**config.mk**
```make
export PLATFORM = sky130hd
export DESIGN_NAME = dmem_responder_flat
export DESIGN_NICKNAME = d
export VERILOG_FILES = /design/src/rtl/dmem_responder_if.sv /design/src/rtl/dmem_responder.sv /design/src/flat_wrapper.sv
export SDC_FILE = /design/constraint.sdc
export NUM_CORES = 2
export LEC_CHECK = 0
export CELL_PAD_IN_SITES_DETAIL_PLACEMENT = 1
export CELL_PAD_IN_SITES_GLOBAL_PLACEMENT = 1
export CORE_MARGIN = 2
export CORE_UTILIZATION = 25
export CTS_CLUSTER_SIZE = 12
export DETAILED_ROUTE_END_ITERATION = 8
export PLACE_DENSITY = 0.52
export SYNTH_ARGS = -nofsm -noshare
export SYNTH_HDL_FRONTEND = slang
export SYNTH_SLANG_ARGS = --single-unit
```
**constraint.sdc**
```tcl
create_clock -name clk_i -period 9.5 [get_ports clk_i]
set_clock_uncertainty 0.2 [all_clocks]
set_input_delay 1.9 -clock clk_i [delete_from_list [all_inputs] [get_ports clk_i]]
set_output_delay 1.9 -clock clk_i [all_outputs]
set_load 0.01 [all_outputs]
```
**src/rtl/dmem_responder_if.sv**
```systemverilog
// LSU-to-data-memory port: request fields from the LSU, completion and busy back from the responder.
// A request is taken on a rising edge where read_en|write_en is high and mem_busy_o is low; dcache_valid_o marks completion.
interface dmem_responder_if #(
    parameter int DATA_W = 16,
    parameter int ADDR_W = 16
);
    logic [ADDR_W-1:0] mem_addr_i;
    logic              mem_read_en_i;
    logic              mem_write_en_i;
    logic [DATA_W-1:0] mem_write_data_i;
    logic [DATA_W-1:0] mem_read_data_o;
    logic              dcache_valid_o;
    logic              mem_busy_o;
    logic              addr_err_o;

    modport master (
        output mem_addr_i, mem_read_en_i, mem_write_en_i, mem_write_data_i,
        input  mem_read_data_o, dcache_valid_o, mem_busy_o, addr_err_o
    );

    modport slave (
        input  mem_addr_i, mem_read_en_i, mem_write_en_i, mem_write_data_i,
        output mem_read_data_o, dcache_valid_o, mem_busy_o, addr_err_o
    );
endinterface

```
**src/rtl/dmem_responder.sv**
```systemverilog
// Data-memory responder: one LSU access at a time on a word RAM, completing LAT cycles after acceptance.
// FSM state is exported on dbg_state_o (0 IDLE, 1 WAIT, 2 RESP).
module dmem_responder #(
    parameter int DATA_W = 16,
    parameter int ADDR_W = 16,
    parameter int DEPTH  = 256,
    parameter int LAT    = 2
) (
    input  logic             clk_i,
    input  logic             rst_i,
    dmem_responder_if.slave  bus,
    output logic [1:0]       dbg_state_o
);

    localparam int IDX_W  = ADDR_W - 1;
    localparam int RAM_AW = (DEPTH > 1) ? $clog2(DEPTH) : 1;
    localparam int CNT_W  = (LAT > 1) ? $clog2(LAT) : 1;
    localparam logic [CNT_W-1:0] CNT_LOAD = CNT_W'((LAT > 1) ? (LAT - 1) : 0);

    typedef enum logic [1:0] {
        S_IDLE = 2'd0,
        S_WAIT = 2'd1,
        S_RESP = 2'd2
    } state_t;

    state_t            r_state;
    state_t            w_state_nxt;
    logic [CNT_W-1:0]  r_cnt;
    logic [CNT_W-1:0]  w_cnt_nxt;

    logic [RAM_AW-1:0] r_idx;
    logic [DATA_W-1:0] r_wdata;
    logic              r_is_wr;
    logic              r_in_range;
    logic [DATA_W-1:0] r_rdata;
    logic [DATA_W-1:0] r_ram [DEPTH];

    logic [IDX_W-1:0]  w_word;
    logic              w_req;
    logic              w_in_range;
    logic              w_accept;
    logic              w_access;
    logic [RAM_AW-1:0] w_acc_idx;
    logic [DATA_W-1:0] w_acc_wdata;
    logic              w_acc_wr;
    logic              w_acc_in_range;
    logic              w_unused_addr0;

    assign w_word         = bus.mem_addr_i[ADDR_W-1:1];
    assign w_unused_addr0 = bus.mem_addr_i[0];
    assign w_req          = bus.mem_read_en_i | bus.mem_write_en_i;
    assign w_in_range     = (64'(w_word) < 64'(DEPTH));

    always_comb begin
        w_state_nxt = r_state;
        w_cnt_nxt   = r_cnt;
        w_accept    = 1'b0;
        unique case (r_state)
            S_IDLE, S_RESP: begin
                if (w_req) begin
                    w_accept = 1'b1;
                    if (LAT > 1) begin
                        w_state_nxt = S_WAIT;
                        w_cnt_nxt   = CNT_LOAD;
                    end else begin
                        w_state_nxt = S_RESP;
                    end
                end else begin
                    w_state_nxt = S_IDLE;
                end
            end
            S_WAIT: begin
                if (r_cnt == CNT_W'(1)) begin
                    w_state_nxt = S_RESP;
                end else begin
                    w_cnt_nxt = r_cnt - CNT_W'(1);
                end
            end
            default: begin
                w_state_nxt = S_IDLE;
            end
        endcase
    end

    // The access happens on the edge entering RESP. With LAT=1 that is the accept edge
    // itself, so the live request is used instead of the (not yet loaded) latch.
    always_comb begin
        w_access = (w_state_nxt == S_RESP);
        if (r_state == S_WAIT) begin
            w_acc_idx      = r_idx;
            w_acc_wdata    = r_wdata;
            w_acc_wr       = r_is_wr;
            w_acc_in_range = r_in_range;
        end else begin
            w_acc_idx      = w_word[RAM_AW-1:0];
            w_acc_wdata    = bus.mem_write_data_i;
            w_acc_wr       = bus.mem_write_en_i;
            w_acc_in_range = w_in_range;
        end
    end

    always_ff @(posedge clk_i) begin
        if (!rst_i) begin
            r_state    <= S_IDLE;
            r_cnt      <= '0;
            r_idx      <= '0;
            r_wdata    <= '0;
            r_is_wr    <= 1'b0;
            r_in_range <= 1'b0;
        end else begin
            r_state <= w_state_nxt;
            r_cnt   <= w_cnt_nxt;
            if (w_accept) begin
                r_idx      <= w_word[RAM_AW-1:0];
                r_wdata    <= bus.mem_write_data_i;
                r_is_wr    <= bus.mem_write_en_i;
                r_in_range <= w_in_range;
            end
        end
    end

    always_ff @(posedge clk_i) begin
        if (!rst_i) begin
            r_rdata <= '0;
        end else if (w_access && !w_acc_wr) begin
            r_rdata <= w_acc_in_range ? r_ram[w_acc_idx] : '0;
        end
    end

    // RAM contents survive reset; reset only blocks a write that was still in flight.
    always_ff @(posedge clk_i) begin
        if (rst_i && w_access && w_acc_wr && w_acc_in_range) begin
            r_ram[w_acc_idx] <= w_acc_wdata;
        end
    end

    assign bus.mem_read_data_o = r_rdata;
    assign bus.dcache_valid_o  = (r_state == S_RESP);
    assign bus.mem_busy_o      = (r_state == S_WAIT);
    assign bus.addr_err_o      = (r_state == S_RESP) && !r_in_range;
    assign dbg_state_o         = r_state;

endmodule

```
**src/flat_wrapper.sv**
```systemverilog
// flat-port wrapper written by rule: the top's interface ports become plain ports
module dmem_responder_flat 
#(
    parameter int DATA_W = 16,
    parameter int ADDR_W = 16,
    parameter int DEPTH  = 256,
    parameter int LAT    = 2
)
  (clk_i, rst_i, dbg_state_o, bus_mem_addr_i, bus_mem_read_en_i, bus_mem_write_en_i, bus_mem_write_data_i, bus_mem_read_data_o, bus_dcache_valid_o, bus_mem_busy_o, bus_addr_err_o);
  dmem_responder_if #(.DATA_W(DATA_W), .ADDR_W(ADDR_W)) bus_i ();
  input  logic clk_i;
  input  logic rst_i;
  output logic [1:0] dbg_state_o;
  input wire logic [$bits(bus_i.mem_addr_i)-1:0] bus_mem_addr_i;
  input wire logic [$bits(bus_i.mem_read_en_i)-1:0] bus_mem_read_en_i;
  input wire logic [$bits(bus_i.mem_write_en_i)-1:0] bus_mem_write_en_i;
  input wire logic [$bits(bus_i.mem_write_data_i)-1:0] bus_mem_write_data_i;
  output wire logic [$bits(bus_i.mem_read_data_o)-1:0] bus_mem_read_data_o;
  output wire logic [$bits(bus_i.dcache_valid_o)-1:0] bus_dcache_valid_o;
  output wire logic [$bits(bus_i.mem_busy_o)-1:0] bus_mem_busy_o;
  output wire logic [$bits(bus_i.addr_err_o)-1:0] bus_addr_err_o;
  assign bus_i.mem_addr_i = bus_mem_addr_i;
  assign bus_i.mem_read_en_i = bus_mem_read_en_i;
  assign bus_i.mem_write_en_i = bus_mem_write_en_i;
  assign bus_i.mem_write_data_i = bus_mem_write_data_i;
  assign bus_mem_read_data_o = bus_i.mem_read_data_o;
  assign bus_dcache_valid_o = bus_i.dcache_valid_o;
  assign bus_mem_busy_o = bus_i.mem_busy_o;
  assign bus_addr_err_o = bus_i.addr_err_o;
  dmem_responder #(.DATA_W(DATA_W), .ADDR_W(ADDR_W), .DEPTH(DEPTH), .LAT(LAT)) u_core (.clk_i(clk_i), .rst_i(rst_i), .bus(bus_i), .dbg_state_o(dbg_state_o));
endmodule
```
==> results.md <==
- Status: complete, but fails checks
- Failing checks: max-slew violations
- Area of the multi-input gates: 24200 um2
- Ports: 57
- Worst Path Max Fanout: 62
- Global-route wire length before repair: 711000 um
- Overall global routing resource usage: 16.2%
- Relative slew slack: -7.18%
- Vias/cell: 5.09
- Synth top area share: 81.8%
- Cts bufs inserted: 430
- Final setup TNS: 0 ns
- Fin cells: 17300
- Port Buf Inserts: 55
- Number of synthesized flops with an enable pin: 4096
- Antenna violations before repair: 34
- CTS hold repair buffers: 0
- Area growth from synthesis to layout: 16.8%
- CORE AREA: 598000 um2
- Yosys top cell by area: edfxtp_1
- CP Capture Type: flop
- Synthesized net count: 8754
- NumNets Final: 9044
- Via count: 88300
- Final Instance Area: 176000 um2
- Vias in the first global route: 90400
- Final wirelength: 514000 um
- Post-synthesis cell area: 150000 um2
- GP Congestion: 0.780
- Seq cells post-synth: 4141
- Die area: 607000 um2
- H-Tree Level Count: 5
- Post-cts resize count: 0
- Drt pass-1 iters: 6
- Register area: 124000 um2
- Max cap viols: 0
- Setup Crit Path Kind: in2reg
- Share of layout cells above drive strength 1: 12.9%
- Clock-pin slew on the worst setup and hold paths: 0.06 ns
- FMAX: 159 MHz
- Most frequent cells after synthesis: edfxtp_1, o22ai_1, o21ai_0, buf_2, clkbuf_1
- CTS sink count: 4141
- Placed insts: 16600
- GR Overflow Total: 0
- Crit path DAT: 7.00 ns
- DR WL/cell: 29.6 um
- Hold Fails Final Rpt: 0
- Slew Limit Fails: 52
- Die X: 779 um
- CTS tree: built
- Number of setup buffers added after CTS: 0
- LEAKAGE: 0.0512 uW
- Root Buffer Master: clkbuf_16
- Final period util: 66.0%
- Worst Hold Class: reg2reg
- Syn. warnings: 0
- DRT antenna net count: 0
- Layout fillers: 62000
- Row cnt: 284
- # setup viols final: 0
- Startpoint type of the worst setup path: input pin
- Clock latency on the worst-skew pair: 1.03 ns
- Starting Density: 25.1%
- VDD IR-drop max: 156 uV
- Worst-Margin Slew: 1.61 ns
- Pwr Density: 225 nW/um2
- Top cells by area, synth: edfxtp_1, o22ai_1, o21ai_0, a41oi_1, buf_2
- Bufs on Longest Clock Path: 4
- Syn Inst Count: 8718
- Mean Syn Cell Area: 17.2 um2
- Placed instance area: 163000 um2
- Post-synth cell types: 51
- Post-synthesis sequential area ratio: 82.4%
- DP Wirelength: 286000 um
- Largest net degree at the start of global routing: 196
- Ys async rst share: 0%
- Top_reg_cell synth: edfxtp_1
- Most frequent cell after synthesis: edfxtp_1
- Die Y: 779 um
- Setup repair after global routing missed its margin: false
- Initial drt markers: 9225
- Minimum clock period: 6.27 ns
- DRC errors left: 0
- Critical Path RT: 10.22 ns
-- routing by layer --
metal / share of wire, % / GRT usage (%) / wire [um] / vias up
li1: - / - / - / 37200
met1: 42 / 21.4 / 215000 / 47300
met2: 48 / 27.4 / 249000 / 3069
met3: 5.6 / 2.06 / 28500 / 753
met4: 4.0 / 5.75 / 20300 / 8
met5: 0.088 / 0 / 450 / -
-- final timing paths --
| path | from | endpoint | slack (ns) | depth (start not counted) |
|---|---|---|---|---|
| worst min-delay path | u_core.r_wdata[4]$_SDFFE_PN0P_ | u_core.r_wdata[4]$_SDFFE_PN0P_ | 0.27 | 2 |
| worst min register to register | u_core.r_wdata[4]$_SDFFE_PN0P_ | u_core.r_wdata[4]$_SDFFE_PN0P_ | 0.27 | 2 |
| worst max-delay path | bus_mem_addr_i[2] | u_core.bus.mem_read_data_o[8]$_SDFFE_PN0P_ | 3.23 | 12 |
| worst max register to register | u_core.dbg_state_o[1]$_SDFF_PN0_ | u_core.bus.mem_read_data_o[4]$_SDFFE_PN0P_ | 3.47 | 11 |
-- sequential cells by signal (all words and copies together) (netlist names) --
register and flops:
u_core.bus.mem_read_data_o 16, u_core.dbg_state_o 2, u_core.r_cnt 1, u_core.r_idx 8
u_core.r_in_range 1, u_core.r_is_wr 1, u_core.r_ram 4096, u_core.r_wdata 16
-- power breakdown --
part	internal, uW	leakage, uW	switching [uW]
sequential	20400	0.0374	10.1
clock	8760	0.00626	7000
combinational	736	0.00756	2590
-- cell type report --
| cell class | instances | share of cell area (%) |
|---|---|---|
| clock inverters | 180 | 0.771 |
| flip-flops and latches | 4141 | 70.6 |
| inverters | 7 | 0.0150 |
| well taps | 8008 | 5.71 |
| clock buffers | 564 | 6.52 |
| diodes | 9 | 0.0128 |
| repair buffers | 501 | 2.62 |
| multi-input cells | 3927 | 13.8 |
-- logic make-up (layout without fill, tap and decap cells) --
family / after synthesis / after routing / share of synthesized area, %
AOI/OAI and AO/OA: 3392 / 3392 / 14.0
buffers and inverters: 650 / 1252 / 2.00
DFF: 4141 / 4141 / 82.4
muxes: 7 / 7 / 0.0658
other: 0 / 9 / 0
and+or+nand+nor: 528 / 528 / 1.51
-- metrics by stage --
step	utilization (%)	setup WS [ns]	total power, uW	hold WS (ns)
5_1_grt	29.3	3.16	40600	0.292
3_5_place_dp	27.2	2.32	24100	0.261
2_1_floorplan	-	3.54	22600	0.244
3_3_place_gp	27.2	2.30	24100	0.254
6_report	29.3	3.23	39500	0.267
4_1_cts	29.3	3.36	39800	0.270
-- layout by cell type, fill, tap and decap left out, types with 14 or more instances in the layout --
| cell type | n |
|---|---|
| buf_12 | 56 |
| o21ai_0 | 943 |
| nor2_1 | 146 |
| edfxtp_1 | 4096 |
| clkdlybuf4s50_1 | 54 |
| nand4_1 | 15 |
| nand2_1 | 113 |
| o21ai_1 | 48 |
| inv_6 | 14 |
| dfxtp_1 | 45 |
| nor2_2 | 118 |
| o22ai_1 | 1969 |
| clkinv_2 | 51 |
| a41oi_1 | 229 |
| nand2_2 | 16 |
| a221oi_1 | 63 |
| nand2_4 | 16 |
| clkinv_1 | 85 |
| clkbuf_16 | 433 |
| a22o_1 | 64 |
| a21boi_0 | 26 |
| clkbuf_1 | 118 |
| nor4_1 | 31 |
| nor4_2 | 17 |
| buf_4 | 389 |
-- worst max-delay path, stage by stage --
cell and delay [ns]:
clkdlybuf4s50_1 0.58, nand2b_1 0.24, mux2_8 0.77, buf_12 0.42
buf_12 0.29, buf_12 0.27, o22ai_1 0.13, o21ai_0 0.35
a41oi_1 0.40, nor4_2 1.07, o21ai_0 0.19, o21ai_1 0.18
(Power assumes the default switching activity.)
